**src/rtl/cache_mem_arbiter.sv**
```systemverilog
// Arbitrates one RAM port between the fetch and data channels. Data has priority;
// a starvation counter forces fetch through, and a timeout aborts stuck accesses.
module cache_mem_arbiter #(
  parameter int unsigned STARVE_LIMIT = 4,
  parameter int unsigned TIMEOUT      = 64
) (
  input  logic        CLK,
  input  logic        RST,
  input  logic        iREN,
  input  logic [31:0] iaddr,
  output logic        iwait,
  output logic [31:0] iload,
  input  logic        dREN,
  input  logic        dWEN,
  input  logic [31:0] daddr,
  input  logic [31:0] dstore,
  output logic        dwait,
  output logic [31:0] dload,
  output logic        ramREN,
  output logic        ramWEN,
  output logic [31:0] ramaddr,
  output logic [31:0] ramstore,
  input  logic [31:0] ramload,
  input  logic [1:0]  ramstate,
  output logic        err
);

  localparam int unsigned SW = $clog2(STARVE_LIMIT + 1);
  localparam int unsigned TW = $clog2(TIMEOUT + 1);

  typedef enum logic [1:0] {IDLE, IACC, DACC} state_t;
  typedef enum logic [1:0] {RS_FREE, RS_BUSY, RS_ACCESS, RS_ERROR} ramstate_t;

  state_t          state_q, state_d;
  logic [SW-1:0]   starve_cnt_q, starve_cnt_d;
  logic [TW-1:0]   tmo_cnt_q, tmo_cnt_d;
  logic            err_q, err_d;

  ramstate_t rs;
  logic      d_req, grant, own_req, complete, timeout;

  assign rs       = ramstate_t'(ramstate);
  assign d_req    = dREN | dWEN;
  assign grant    = (state_q == IACC) || (state_q == DACC);
  assign own_req  = (state_q == IACC) ? iREN : (state_q == DACC) ? d_req : 1'b0;
  // ERROR ends the access just like ACCESS; a dropped request ends it silently.
  assign complete = grant && own_req && ((rs == RS_ACCESS) || (rs == RS_ERROR));
  assign timeout  = grant && own_req && !complete && (tmo_cnt_q == TW'(TIMEOUT - 1));

  always_comb begin
    state_d      = state_q;
    starve_cnt_d = starve_cnt_q;
    tmo_cnt_d    = tmo_cnt_q;
    err_d        = err_q;
    case (state_q)
      IDLE: begin
        tmo_cnt_d = '0;
        if (!iREN) starve_cnt_d = '0;
        if (iREN && (starve_cnt_q >= SW'(STARVE_LIMIT))) state_d = IACC;
        else if (d_req)                                  state_d = DACC;
        else if (iREN)                                   state_d = IACC;
      end
      IACC, DACC: begin
        if (rs == RS_ERROR || timeout) err_d = 1'b1;
        if (complete) begin
          if (state_q == IACC)
            starve_cnt_d = '0;
          else if (iREN && (starve_cnt_q < SW'(STARVE_LIMIT)))
            starve_cnt_d = starve_cnt_q + SW'(1);
        end
        if (!own_req || complete || timeout) begin
          state_d   = IDLE;
          tmo_cnt_d = '0;
        end else begin
          tmo_cnt_d = tmo_cnt_q + TW'(1);
        end
      end
      default: begin
        state_d   = IDLE;
        tmo_cnt_d = '0;
      end
    endcase
  end

  always_ff @(posedge CLK or posedge RST) begin
    if (RST) begin
      state_q      <= IDLE;
      starve_cnt_q <= '0;
      tmo_cnt_q    <= '0;
      err_q        <= 1'b0;
    end else begin
      state_q      <= state_d;
      starve_cnt_q <= starve_cnt_d;
      tmo_cnt_q    <= tmo_cnt_d;
      err_q        <= err_d;
    end
  end

  always_comb begin
    ramREN   = 1'b0;
    ramWEN   = 1'b0;
    ramaddr  = '0;
    ramstore = '0;
    iwait    = iREN;
    dwait    = d_req;
    iload    = '0;
    dload    = '0;
    case (state_q)
      IACC: begin
        ramREN  = iREN;
        ramaddr = iaddr;
        if (complete || timeout) iwait = 1'b0;
        if (complete)            iload = ramload;
      end
      DACC: begin
        ramREN   = dREN & ~dWEN;
        ramWEN   = dWEN;
        ramaddr  = daddr;
        ramstore = dstore;
        if (complete || timeout) dwait = 1'b0;
        if (complete)            dload = ramload;
      end
      default: ;
    endcase
  end

  assign err = err_q;

endmodule

```
**config.mk**
```make
export PLATFORM = sky130hd
export DESIGN_NAME = cache_mem_arbiter
export DESIGN_NICKNAME = d
export VERILOG_FILES = /design/src/rtl/cache_mem_arbiter.sv
export SDC_FILE = /design/constraint.sdc
export NUM_CORES = 1
export LEC_CHECK = 0
export BUFFER_PORTS_ARGS = -buffer_cell sky130_fd_sc_hd__buf_2
export CAP_MARGIN = 10
export CORE_AREA = 2 2 103 105
export CTS_BUF_LIST = sky130_fd_sc_hd__clkbuf_8
export CTS_CLUSTER_SIZE = 30
export DETAILED_ROUTE_END_ITERATION = 6
export DIE_AREA = 0 0 105 107
export SETUP_SLACK_MARGIN = 0.4
export SYNTH_ARGS = -nofsm -noshare
export SYNTH_HDL_FRONTEND = slang
export SYNTH_SLANG_ARGS = --single-unit
export TNS_END_PERCENT = 50
```
**constraint.sdc**
```tcl
create_clock -name CLK -period 5 [get_ports CLK]
set_clock_uncertainty 0.15 [all_clocks]
set_input_delay 1 -clock CLK [delete_from_list [all_inputs] [get_ports CLK]]
set_output_delay 1 -clock CLK [all_outputs]
set_load 0.1 [all_outputs]
```
# Word level (Yosys, flattened, before mapping)
# Cells that the tools add are included.
[word_totals]
register_bits = 13
input_bits = 135
elab_cells = 66
[classes]
add_sub_neg = 2
order_cmp = 2
n_eq_ne = 10
n_mux = 25
bitwise_logic = 3
n_reduce_logical = 20
[op_table]
columns = ["cell", "count"]
rows = [
  ["$mux W32", 4],
  ["$pmux W32 S2", 1],
  ["$mux W7", 2],
  ["$mux W3", 4],
  ["$mux W2", 4],
  ["$add A7 B1 Y7 const B", 1],
  ["$eq A7 B6 Y1 const B", 1],
  ["$mux W1", 7],
  ["$eq A2 B2 Y1 const B", 3],
  ["$logic_and A1 B1 Y1", 6],
  ["$logic_or A1 B1 Y1", 6],
  ["$ne A2 B2 Y1 const B", 3],
  ["$pmux W3 S2", 1],
  ["$ne A4 B4 Y1 const B", 1],
  ["$pmux W2 S2", 1],
  ["$reduce_and A2 Y1", 2],
  ["$reduce_and A4 Y1", 1],
  ["$add A3 B1 Y3 const B", 1],
  ["$ge A3 B3 Y1 const B", 1],
  ["$lt A3 B3 Y1 const B", 1],
  ["$ne A3 B3 Y1 const B", 1],
  ["$eq A2 B1 Y1 const B", 1],
  ["$logic_not A1 Y1", 2],
  ["$logic_not A2 Y1", 1],
  ["other kinds (6)", 6],
]

# Depth between registers and ports, before layout
[depth]
ltp_word = 11
mapped_depth = 7
depth_no_buf = 6

# Worst setup path before layout
# No wires, ideal clock.
[synth_path]
path_type = "input port to output port"
from = "input dREN"
to = "output dwait"
t_arrival_ps = 2959
required_ps = 3850
path_slack_ps = 891
path_stages = 5
n_path_buf = 1
path_cell_list = "o21ai_1 -> o21a_1 -> buf_6 -> a211oi_1 -> a21oi_1"
[synth_via]
elab_chain_len = 11
[synth_rtl]
columns = ["item", "line", "source"]
rows = [
  ["start: declaration", "13", "input logic dREN,"],
  ["$or A1 B1 Y1 *", "43", "assign d_req = dREN | dWEN;"],
  ["$mux W1 (2 in series)", "45", "assign own_req = (state_q == IACC) ? iREN : (state_q == DACC) ? d_req : 1'b0;"],
  ["$logic_and A1 B1 Y1", "47, 48", ""],
  ["$logic_and A1 B1 Y1", "47", "assign complete = grant && own_req && ((rs == RS_ACCESS) || (rs == RS_ERROR));"],
  ["$logic_not A1 Y1", "48", "assign timeout = grant && own_req && !complete && (tmo_cnt_q == TW'(TIMEOUT - 1));"],
  ["$logic_and A1 B1 Y1 (2 in series)", "48", ""],
  ["$logic_or A1 B1 Y1", "120", "if (complete || timeout) dwait = 1'b0;"],
  ["$mux W1", "120", ""],
  ["$mux W1 *", "108", "case (state_q)"],
  ["end: declaration", "17", "output logic dwait,"],
]
# Every way passes the cells marked *; elsewhere a longest branch is shown, timed or not.

# Final worst setup path
[layout_path]
from = "input iREN"
to = "output dload[19]"
[layout_via]
elab_chain_len = 5
[layout_rtl]
columns = ["item", "line", "source"]
rows = [
  ["start: declaration", "9", "input logic iREN,"],
  ["$mux W1", "45", ""],
  ["$logic_and A1 B1 Y1 (2 in series)", "47", ""],
  ["$mux W32", "121", "if (complete) dload = ramload;"],
  ["$mux W32", "108", ""],
  ["end: declaration", "18", "output logic [31:0] dload,"],
]
# Every way passes these cells.

==> flow_metrics.env <==
export IMPL_tritoncts="built"
export IMPL_final_layout_size_suffix_gt1_frac=0.5354
export IMPL_critical_path_class="in2out"
export IMPL_vias=2802
export IMPL_fin_cells=659
export IMPL_slew_headroom=0.5533
export IMPL_switching_share=0.7790
export IMPL_numnets_final=665
export IMPL_diodes=0
export IMPL_number_of_register_bits_inferred_by_synthesis=13
export IMPL_effective_utilization_at_floorplan=0.1845
export IMPL_total_switching_power_w=0.001615
export IMPL_cp_endpoint="dload[19]"
export IMPL_place_detailed_hpwl_mm=6.641
export IMPL_critical_path_peak_fanout=32
export IMPL_portBuffers=267
export IMPL_rsz_0062_raised_after_global_routing="no"
export IMPL_dp_cells=655
export IMPL_cp_cell_sequence="buf_2 > nand2_1 > o21a_1 > nor4b_4 > buf_4 > and2_1 > buf_2"
export IMPL_synth_top_cells_by_area="sky130_fd_sc_hd__and2_1 33%, sky130_fd_sc_hd__dfrtp_1 17%, sky130_fd_sc_hd__a22oi_1 13%, sky130_fd_sc_hd__nor2_1 7.7%, sky130_fd_sc_hd__ha_1 4.0%"
export IMPL_holdWs_ps=318.6
export IMPL_final_core_util=0.3341
export IMPL_report_power_total_w=0.002073
export IMPL_avgRoutedWirePerCell_microns=12.15
export IMPL_timing_critical_path_buf_inv=3
export IMPL_worstHoldPathType="reg2reg"
export IMPL_ys_async_sr_fraction=1.000
export IMPL_drc=0
export IMPL_synth_largest_area_cell="sky130_fd_sc_hd__and2_1"
export IMPL_crit_slowest_cell="sky130_fd_sc_hd__buf_2"
export IMPL_dieHeight_microns=107
export IMPL_crit_required_ps=3850
export IMPL_share_clk_of_total_power=0.044
export IMPL_cpPeakStageDelay_ps=420
export IMPL_status="finished clean"
export IMPL_drv_slew=0
export IMPL_critical_path_top_delay_family="buffers and inverters"
export IMPL_critical_path_startpoint="iREN"
export IMPL_drt_pass1_iter_count=6
export IMPL_syn_to_final_growth_pct=81.12
export IMPL_cts_htree_levels=1
export IMPL_drt_total_wl_mm=8.008
export IMPL_cts_repair_resized=0
export IMPL_comb_power_share=0.897
export IMPL_vias_per_cell=4.252
export IMPL_timing_final_setup_violations=0
export IMPL_worst_skew_pair_late_latency_ps=240
export IMPL_yosys_most_used_dff="sky130_fd_sc_hd__dfrtp_1"
export IMPL_design_die_area_sq_um=11240
export IMPL_grt_start_max_net_pins=69
export IMPL_ctsRootBufferMaster="sky130_fd_sc_hd__clkbuf_8"
export IMPL_drtIter0Drc=190
export IMPL_ff2ff_setup_slack_ps=2730
export IMPL_worst_vdd_rail_ir_drop_uv=407.4
export IMPL_synth_cell_area_sq_um=1862
export IMPL_powerDensity_nw_per_um2=614.6
export IMPL_fmax_mhz=256.0
export IMPL_r2r_start="state_q[0]"
export IMPL_commonest_cells_post_synth="98 x sky130_fd_sc_hd__and2_1, 38 x sky130_fd_sc_hd__nor2_1, 32 x sky130_fd_sc_hd__a22oi_1, 17 x sky130_fd_sc_hd__clkbuf_1, 13 x sky130_fd_sc_hd__dfrtp_1"
export IMPL_final_setup_tns_ps=0
export IMPL_antenna_violating_nets_post_route=0
export IMPL_antenna_found_initial=0
export IMPL_cts_buffers_inserted=3
export IMPL_synth_top_area_share=0.3293
export IMPL_via_count_of_the_first_global_routing_pass=2739
export IMPL_final_estimated_routing_congestion_in_global_placement=0.7926
export IMPL_clk_pin_slew_ps=50
export IMPL_timing_critical_path_depth=7
export IMPL_synth_yosys_seq_area_share=0.1747
export IMPL_grt_pass1_wl_mm=12.58
export IMPL_max_cap_violations=0
export IMPL_crit_path_start_kind="input pin"
export IMPL_floorplan_core_area_sq_um=10090
export IMPL_timing_critical_path_mode_cell="sky130_fd_sc_hd__buf_2"
export IMPL_timing_final_crit_share=0.7811
export IMPL_most_frequent_cell_after_synthesis="sky130_fd_sc_hd__and2_1"
export IMPL_gr_total_overflow=0
export IMPL_worst_slew_pin_tran_ps=669.1
export IMPL_worst_r2r_endpoint="starve_cnt_q[0]"
export IMPL_postSynthAreaPerCell_sq_um=6.896
export IMPL_rows=37
export IMPL_layout_min_cycle_time_ps=3906
export IMPL_static_leakage_power_nw=2.011
export IMPL_timing_final_hold_violations=0
export IMPL_power_report_internal_total_w=0.0004581
export IMPL_worstRegToRegCells=5
export IMPL_cts_sinks=13
export IMPL_cts_setup_buffers=0
export IMPL_postSynthNetCount=411
export IMPL_power_frac_seq=0.060
export IMPL_syn_inst=270
export IMPL_die_width_microns=105
export IMPL_ios=268
export IMPL_groute_usage_overall=0.1321
export IMPL_hold_buffers=0
export IMPL_timing_critical_path_arrival_ps=2760
export IMPL_max_clock_path_buffers=2
export IMPL_number_of_flops_mapped_to_enable_cells_by_yosys=0
export IMPL_fill_cells=1112
export IMPL_synthesis_yosys_warnings=0
export IMPL_yosys_cell_types_count=38
export IMPL_worstSetupEndpointType="output pin"
## logic make-up after synthesis
logic type,synth area share
adder cells (fa/ha/maj),0.04032
AND/OR/NAND/NOR,0.4980
flip-flops,0.1747
buffers and inverters,0.06518
XOR/XNOR,0.01882
AO/OA/AOI/OAI,0.1976
multiplexers,0.005377
## power by group through the flow
| stage | clock [W] | combinational (W) | sequential, W |
|---|---|---|---|
| after floorplan | 0 | 0.00159 | 0.000125 |
| after global placement | 0 | 0.00185 | 0.000125 |
| after detailed placement | 0 | 0.00187 | 0.000125 |
| after CTS | 0.0000944 | 0.00187 | 0.000124 |
| after global routing | 0.000102 | 0.00195 | 0.000125 |
| final | 0.0000907 | 0.00186 | 0.000123 |
## sequential cells by signal, indices dropped and copies added, names as in the netlist
register and cells:
starve_cnt_q 3, state_q 2, tmo_cnt_q 7, err 1
## how the worst min path moves through the flow
stage / slack [ps] / cells past startpoint / end / startpoint
finish: 320 / 1 / tmo_cnt_q[0] / tmo_cnt_q[0]
global route: 350 / 1 / tmo_cnt_q[0] / tmo_cnt_q[0]
CTS: 320 / 1 / tmo_cnt_q[0] / tmo_cnt_q[0]
detailed placement: 300 / 1 / err / err
global placement: 290 / 1 / err / err
floorplan: 280 / 1 / tmo_cnt_q[0] / tmo_cnt_q[0]
## metrics by stage
stage          setup slack, ps  cell area [sq um]
3_3_place_gp              1143               3327
6_report                  1094               3372
3_5_place_dp              1076               3327
2_1_floorplan            891.3               1862
5_1_grt                  907.9               3372
4_1_cts                   1075               3372
## per-layer routing
metal,share of wire,GRT usage,up-vias
met3,0.10,0.03647,10
met2,0.49,0.2426,151
met4,0.012,0.03238,0
met1,0.40,0.1510,1234
met5,0,0,-
li1,-,-,1407
## area by class of cell
cell class              count  area [sq um]  share of cell area
clock buffers               3         41.29             0.01224
multi-input cells         227          1435              0.4256
well taps                 136         170.2             0.05046
inverters                   8         30.03            0.008905
repair buffers            271          1366              0.4052
flip-flops and latches     13         325.3             0.09648
clock inverters             1         3.754            0.001113
## worst register-to-register path, delay by kind of cell (launching register included)
| family | cells | cell delay [ps] |
|---|---|---|
| AO/OA/AOI/OAI | 1 | 180 |
| adder cells (fa/ha/maj) | 1 | 410 |
| buffers and inverters | 2 | 390 |
| flip-flops | 1 | 400 |
| AND/OR/NAND/NOR | 1 | 660 |
## layout by cell type (no fill, tap or decap), drive strengths merged, types with 2 or more instances in the layout
master / count
o21a: 2
o22ai: 2
and2: 98
o21ai: 2
nor3: 4
a21oi: 2
xor2: 2
xnor2: 2
nor4: 2
inv: 9
nand3: 4
or3: 3
dfrtp: 13
o31ai: 2
nor2: 38
buf: 271
ha: 6
a22oi: 32
clkbuf: 3
nand2: 12
Note: power is estimated with default switching activity, not from simulation.
